File: src/rtl/prog_loader_pkg.sv
// Shared types and default widths for the program loader.
package loader_pkg;

  typedef enum logic [2:0] {IDLE, LOAD, CKSUM, SETTLE, RUN} loader_state_t;

  localparam int LOADER_ADDR_W = 8;
  localparam int LOADER_DATA_W = 32;

endpackage

File: src/rtl/prog_loader.sv
// Streams program words into instruction memory while holding the core in reset.
// Optional checksum word after the payload: define PROG_LOADER_CKSUM_EN.
module prog_loader
  import loader_pkg::*;
#(
  parameter int ADDR_W     = LOADER_ADDR_W,
  parameter int DATA_W     = LOADER_DATA_W,
  parameter int SETTLE_CYC = 2
) (
  input  logic              clk,
  input  logic              rst,
  input  logic              start,
  input  logic [ADDR_W:0]   word_count,
  input  logic              in_valid,
  input  logic [DATA_W-1:0] in_data,
  output logic              in_ready,
  output logic              imem_we,
  output logic [ADDR_W-1:0] imem_waddr,
  output logic [DATA_W-1:0] imem_wdata,
  output logic              core_n_rst,
  output logic              busy,
  output logic              done,
  output logic              err_ovf,
  output logic              err_cksum
);

  localparam logic [ADDR_W:0] DEPTH       = {1'b1, {ADDR_W{1'b0}}};
  localparam logic [ADDR_W:0] ONE         = {{ADDR_W{1'b0}}, 1'b1};
  localparam logic [3:0]      SETTLE_INIT = 4'(SETTLE_CYC);
`ifdef PROG_LOADER_CKSUM_EN
  localparam loader_state_t   AFTER_LOAD  = CKSUM;
`else
  localparam loader_state_t   AFTER_LOAD  = SETTLE;
`endif

  loader_state_t   state_q, state_d;
  logic [ADDR_W:0] cnt_q, addr_q, cnt_new, addr_inc;
  logic [3:0]      settle_q;
  logic            start_acc, ovf_new, hs, load_done;
  logic            done_q, err_ovf_q;

  // start is only honoured when not busy; RUN restarts a fresh load
  assign start_acc = start && (state_q == IDLE || state_q == RUN);
  assign ovf_new   = word_count > DEPTH;
  assign cnt_new   = ovf_new ? DEPTH : word_count;
  assign addr_inc  = addr_q + ONE;

`ifdef PROG_LOADER_CKSUM_EN
  assign in_ready  = ((state_q == LOAD) && (addr_q < cnt_q)) || (state_q == CKSUM);
`else
  assign in_ready  = (state_q == LOAD) && (addr_q < cnt_q);
`endif
  assign hs        = in_valid && in_ready;
  assign load_done = (state_q == LOAD) && hs && (addr_inc == cnt_q);

`ifdef PROG_LOADER_CKSUM_EN
  logic [DATA_W-1:0] sum_q;
  logic              err_cksum_q, cksum_ok;

  assign cksum_ok  = (in_data == sum_q);
  assign err_cksum = err_cksum_q;

  always_ff @(posedge clk) begin
    if (start_acc)
      sum_q <= '0;
    else if (state_q == LOAD && hs)
      sum_q <= sum_q + in_data;
  end

  always_ff @(posedge clk or posedge rst) begin
    if (rst)
      err_cksum_q <= 1'b0;
    else if (start_acc)
      err_cksum_q <= 1'b0;
    else if (state_q == CKSUM && hs && !cksum_ok)
      err_cksum_q <= 1'b1;
  end
`else
  assign err_cksum = 1'b0;
`endif

  always_comb begin
    state_d = state_q;
    case (state_q)
      IDLE, RUN: if (start) state_d = (cnt_new == '0) ? AFTER_LOAD : LOAD;
      LOAD:      if (load_done) state_d = AFTER_LOAD;
      CKSUM: begin
`ifdef PROG_LOADER_CKSUM_EN
        if (hs) state_d = cksum_ok ? SETTLE : IDLE;
`else
        state_d = IDLE;
`endif
      end
      SETTLE:    if (settle_q <= 4'd1) state_d = RUN;
      default:   state_d = IDLE;
    endcase
  end

  always_ff @(posedge clk or posedge rst) begin
    if (rst) begin
      state_q   <= IDLE;
      cnt_q     <= '0;
      addr_q    <= '0;
      settle_q  <= '0;
      done_q    <= 1'b0;
      err_ovf_q <= 1'b0;
    end else begin
      state_q <= state_d;
      done_q  <= (state_d == RUN) && (state_q != RUN);
      if (start_acc) begin
        cnt_q     <= cnt_new;
        addr_q    <= '0;
        err_ovf_q <= ovf_new;
      end else if (state_q == LOAD && hs) begin
        addr_q <= addr_inc;
      end
      // SETTLE lasts exactly SETTLE_CYC cycles
      if (state_d == SETTLE && state_q != SETTLE)
        settle_q <= SETTLE_INIT;
      else if (state_q == SETTLE)
        settle_q <= settle_q - 4'd1;
    end
  end

  assign imem_we    = hs && (state_q == LOAD);
  assign imem_waddr = addr_q[ADDR_W-1:0];
  assign imem_wdata = in_data;
  assign busy       = state_q inside {LOAD, CKSUM, SETTLE};
  assign core_n_rst = (state_q == RUN) && !rst;
  assign done       = done_q;
  assign err_ovf    = err_ovf_q;

endmodule

File: config.mk
export PLATFORM = sky130hd
export DESIGN_NAME = prog_loader
export DESIGN_NICKNAME = d
export VERILOG_FILES = /design/src/rtl/prog_loader_pkg.sv /design/src/rtl/prog_loader.sv
export SDC_FILE = /design/constraint.sdc
export NUM_CORES = 1
export LEC_CHECK = 0
export CAP_MARGIN = 20
export CELL_PAD_IN_SITES_DETAIL_PLACEMENT = 0
export CELL_PAD_IN_SITES_GLOBAL_PLACEMENT = 1
export CORE_AREA = 3 3 72 74
export DETAILED_ROUTE_END_ITERATION = 8
export DIE_AREA = 0 0 75 77
export DONT_BUFFER_PORTS = 1
export HOLD_SLACK_MARGIN = 0.08
export PLACE_DENSITY_LB_ADDON = 0.1
export RECOVER_POWER = 100
export SETUP_SLACK_MARGIN = 0.5
export SLEW_MARGIN = 20
export SYNTH_ARGS = -nofsm -noshare
export SYNTH_HDL_FRONTEND = slang
export SYNTH_SLANG_ARGS = --single-unit
File: constraint.sdc
create_clock -name clk -period 3.3 [get_ports clk]
set_input_delay 0.33 -clock clk [delete_from_list [all_inputs] [get_ports clk]]
set_output_delay 0.33 -clock clk [all_outputs]
set_load 0.02 [all_outputs]
Word-level counts from Yosys, hierarchy flattened --
Index checks and enable logic that the tools add are counted.
Word-level totals: ROM bits 0, bits in latches 0, register bits 27, memories kept 0, logic and storage cells 46, memory bits (writable) 0, input bits 45
Operators by class: equal/unequal tests 9, div/mod/pow operators 0, shift-type cells 0, $lt $le $gt $ge 3, multiplexer cells 10, add/subtract/negate cells 2, reduce and logical (&&, ||, !) cells 16, bitwise gates (word level) 0, multipliers 0
Operator list (number):
- $mux W9 | 3
- $add A9 B1 Y9 const B | 1
- $eq A3 B2 Y1 const B | 3
- $eq A9 B9 Y1 | 1
- $gt A9 B9 Y1 const B | 1
- $logic_not A9 Y1 | 1
- $lt A9 B9 Y1 | 1
- $mux W3 | 3
- $pmux W3 S3 | 1
- $logic_and A1 B1 Y1 | 8
- $mux W4 | 2
- $eq A3 B3 Y1 const B | 2
- $le A4 B1 Y1 const B | 1
- $reduce_bool A2 Y1 | 2
- $sub A4 B1 Y4 const B | 1
- $eq A3 B1 Y1 const B | 1
- $logic_not A3 Y1 | 1
- $ne A3 B2 Y1 const B | 1
- $ne A3 B3 Y1 const B | 1
- $reduce_bool A3 Y1 | 1
- $mux W2 | 1
- $reduce_or A2 Y1 | 1
- $logic_not A1 Y1 | 1
- $logic_or A1 B1 Y1 | 1

Logic depth before layout (Yosys ltp) --
depth after elaboration 10, mapped depth 8, gate-level depth less buffers 8

Worst setup path after synthesis --
OpenSTA, ideal clock, no wires.
path type reg-to-reg, from reg cnt_q[4], to reg settle_q[1], period minus slack after synthesis 2363 ps, setup slack 937 ps, data arrival time 2277 ps, cell stages (with the launch flop) 9, path through dfrtp_1 inv_1 ha_1 a211oi_1 nand2_1 o21a_1 nor2_2 or4b_4 a32oi_2
Between the ends: longest elaborated chain between the ends 10, elaborated cells on any way between the ends 12
RTL lines:
- start: declaration | RTL line prog_loader.sv:37 | logic [ADDR_W:0] cnt_q, addr_q, cnt_new, addr_inc;
- start signal: assignment | RTL line prog_loader.sv:111 | cnt_q <= cnt_new;
- $lt A9 B9 Y1 (*) | RTL line prog_loader.sv:51 | assign in_ready = (state_q == LOAD) && (addr_q < cnt_q);
- $logic_and A1 B1 Y1 (*) | RTL line prog_loader.sv:51
- $logic_and A1 B1 Y1 (*) | RTL line prog_loader.sv:53 | assign hs = in_valid && in_ready;
- $logic_and A1 B1 Y1 (*)
- net imem_we | RTL line prog_loader.sv:17 | output logic imem_we,
- $logic_and A1 B1 Y1 (*) | RTL line prog_loader.sv:54 | assign load_done = (state_q == LOAD) && hs && (addr_inc == cnt_q);
- $mux W3 (*) | RTL line prog_loader.sv:86 | LOAD: if (load_done) state_d = AFTER_LOAD;
- $pmux W3 S3 (*) | RTL line prog_loader.sv:84 | case (state_q)
- $eq A3 B2 Y1 (*) | RTL line prog_loader.sv:118 | if (state_d == SETTLE && state_q != SETTLE)
- $logic_and A1 B1 Y1 (*) | RTL line prog_loader.sv:118
- $mux W4 or $reduce_bool A2 Y1 (tied branches)
- end signal: assignment | RTL line prog_loader.sv:121 | settle_q <= settle_q - 4'd1;
- end: declaration | RTL line prog_loader.sv:38 | logic [3:0] settle_q;
The timed path passes the listed nets; every way through them passes the cells marked *. A chain may end at the register's enable or synchronous reset.

Worst setup path after layout --
from reg addr_q[4], to out imem_we
Between the ends: longest elaborated chain between the ends 4
RTL lines:
- start: declaration | RTL line prog_loader.sv:37
- start signal: assignment | RTL line prog_loader.sv:115 | addr_q <= addr_inc;
- $lt A9 B9 Y1 | RTL line prog_loader.sv:51
- $logic_and A1 B1 Y1 | RTL line prog_loader.sv:51
- $logic_and A1 B1 Y1 | RTL line prog_loader.sv:53
- $logic_and A1 B1 Y1 | RTL line prog_loader.sv:125 | assign imem_we = hs && (state_q == LOAD);
- end: declaration | RTL line prog_loader.sv:17
Every way passes these cells.

==> results.txt <==
Worst Skew -> 0.002624 ns
Antenna Cells -> 0
Initial DRT Pass Iterations -> 4
PD cells -> 867.9 nW/um^2
worst skew pair latency -> 0.27 ns
Startpoint Class -> register
reg-to-reg endpoint -> settle_q[1]
Net Sw Frac -> 0.4780
max_cap viols -> 0
xor/xnor share of the synthesized area -> 0.06331
Total GRT Usage -> 0.1729
WP data required -> 2.97 ns
vias in the first global route -> 1530
total grt overflow -> 0
vias -> 1593
setup repair bufs after CTS -> 0
FF/Latch Area -> 675.6 sq um
worst setup path class -> register to output pin
Post-synth EDFFs -> 0
FMAX -> 0.3548 GHz
most frequent cells in the layout -> dfrtp_1 (27), nand2_1 (22), o21ai_0 (20), inv_1 (17), nor2_1 (16)
Layout fillers -> 470
Hold Path Origin -> start
Post-Route Setup TNS -> 0 ns
Static Leak -> 0.8091 nW
status -> complete, no violations
final net count -> 269
num rows -> 25
Finished Layout Cells -> 265
IO Pins -> 92
Reg power frac -> 0.376
Cells after DPL -> 260
global-route wire length before repair -> 7707 um
Max IR drop VDD -> 0.0003652 V
Worst slew margin -> 0.2807
post-synthesis sequential area ratio -> 0.3053
Synth Area in Adders -> 0.06783
Yosys cell types -> 50
R2R Path Start -> addr_q[0]
Reg clk slew, reported paths -> 0.09 ns
Mapped Avg Cell Area -> 8.646 sq um
HP Class -> primary input to register
fin crit period -> 2.818 ns
Root Buffer -> clkbuf_8
Hold Violations, Final -> 0
hold path depth -> 1
CTS tree -> yes
hold path endpoint -> state_q[2]
port bufs -> 0
Synth Instances -> 256
clock share of power -> 0.110
asr flop ratio synth -> 1.000
antenna violations before repair -> 0
Area growth, synth to finish -> -11.19%
Pint -> 890.5 uW
Longest Clk Path Bufs -> 2
Comb pwr share -> 0.513
Syn Std Cell Area -> 2213 sq um
Core ar. -> 4661 sq um
main combinational cell family by area after synthesis -> simple AND/OR/NAND/NOR gates
mux contribution to synthesized area -> 0.009045
Detailed Route WL -> 4823 um
Compound-Gate Fraction of Synth Area -> 0.1181
Final Cycle Share -> 0.8541
largest net degree at the start of global routing -> 28
DIE HEIGHT -> 77 um
CTS Sinks -> 27
yosys warns -> 0
Initial Util -> 0.4749
Die ar. -> 5775 sq um
max-slew violations -> 0
via density per instance -> 6.011
R2R setup slack -> 0.68 ns
total net switching power -> 815.5 uW
DRT antenna net count -> 0
Syn Nets -> 313
arrival time worst endpoint -> 2.49 ns
cell count of the worst reg-to-reg path -> 7
die width -> 75 um
post-synthesis register bit count -> 27
DP HPWL -> 3721 um
Main synth FF type -> dfrtp_1
H-tree Lvls -> 1
critical path capture point type -> output pin
RSZ-0062 raised after global routing -> no
DRC violations left -> 0
gp weighted congestion -> 0.8891
Routed WL per cell -> 18.20 um
DRT iter0 DRCs -> 198
Max Fanout on Critical Path -> 10
Slew @ Worst Pin -> 1.078 ns
Final setup viols -> 0
share of post-route cells with drive strength above 1 -> 0.06161
TritonCTS Buffers -> 3
Multi-input gate area -> 1100 sq um
Simple-Gate Fraction of Synth Area -> 0.2397
leading cell type in the layout, fill and taps excluded -> dfrtp_1
flip-flops by register name (all words and copies together) (netlist names):
register  cells
addr_q        9
settle_q      4
cnt_q         9
err_ovf       1
done          1
state_q       3
Yosys cell counts (2+ instances only):
cell type	count	share of area
a211oi_1	2	0.0068
a21oi_1	6	0.014
and2_1	2	0.0057
and3_1	3	0.0085
buf_2	3	0.0068
buf_4	42	0.14
buf_6	2	0.010
clkbuf_1	4	0.0068
dfrtp_1	27	0.31
ha_1	12	0.068
inv_1	17	0.029
mux2i_1	2	0.0090
nand2_1	22	0.037
nand2b_1	3	0.0085
nand3_1	8	0.018
nand3_2	2	0.0090
nand3b_1	8	0.027
nand4_1	2	0.0057
nand4b_1	2	0.0079
nor2_1	15	0.025
nor2b_1	3	0.0085
nor3_1	2	0.0045
nor4_1	7	0.020
o211ai_1	5	0.017
o21ai_0	20	0.045
or3_1	3	0.0085
xnor2_1	8	0.032
xnor3_1	2	0.020
final cells by class:
| class | count | area share |
|---|---|---|
| sequential | 27 | 0.3437 |
| inverter | 17 | 0.03246 |
| timing repair buffer | 2 | 0.007002 |
| tap | 54 | 0.03437 |
| multi-input combinational | 161 | 0.5595 |
| clock buffer | 4 | 0.02292 |
through the flow:
stage	worst slack, ns	power (mW)	instance area [sq um]	utilization	hold slack [ns]
5_1_grt	0.3158	1.863	1966	0.4217	0.1531
3_3_place_gp	0.7993	1.528	1921	0.4121	0.4439
4_1_cts	0.5787	1.732	1966	0.4217	0.1534
2_1_floorplan	0.9375	1.425	2213	-	0.3827
6_report	0.4815	1.706	1966	0.4217	0.1567
3_5_place_dp	0.7757	1.537	1921	0.4121	0.4507
cell families (layout without fill, tap and decap cells):
kind of cell / count (synthesis) / in the layout
adder cells (fa/ha/maj): 12 / 12
AND/OR/NAND/NOR: 92 / 92
flip-flops: 27 / 27
buffers and inverters: 68 / 23
AO/OA/AOI/OAI: 42 / 42
other: 1 / 1
multiplexers: 2 / 2
XOR/XNOR: 12 / 12
power by group through the flow:
stage,sequential [mW],clock (mW),combinational [mW]
after floorplan,0.547,0,0.878
after global placement,0.647,0,0.881
after detailed placement,0.648,0,0.889
after CTS,0.643,0.196,0.893
after global routing,0.665,0.213,0.985
final,0.642,0.188,0.876
critical path, cell delays in order, from the launching register on:
cell and delay (ns):
dfrtp_1 0.70, ha_1 0.34, a211oi_1 0.21, nand2_1 0.09
o21a_1 0.25, nor2_1 0.15, clkbuf_1 0.47
metal layers:
layer,share of wire,vias up,GRT usage
met1,0.45,759,0.2473
li1,-,750,-
met2,0.44,72,0.2430
met5,0,-,0
met4,0.019,0,0.05694
met3,0.090,12,0.05636
how the worst max path moves through the flow:
stage	from	to	slack, ns	cells after the start
6_report	addr_q[4]	imem_we	0.48	6
5_1_grt	addr_q[4]	imem_we	0.32	6
4_1_cts	addr_q[4]	in_ready	0.58	5
3_5_place_dp	addr_q[1]	settle_q[1]	0.78	7
3_3_place_gp	addr_q[1]	settle_q[1]	0.80	7
2_1_floorplan	cnt_q[4]	settle_q[1]	0.94	8
what timing repair did:
| item | in CTS | in global routing |
|---|---|---|
| hold buffers | 0 | 1 |
| hold endpoints to repair | 0 | 27 |
| endpoints found under the setup margin | 0 | 1 |
| gates resized for setup | 0 | 1 |
(Power assumes the default switching activity.)
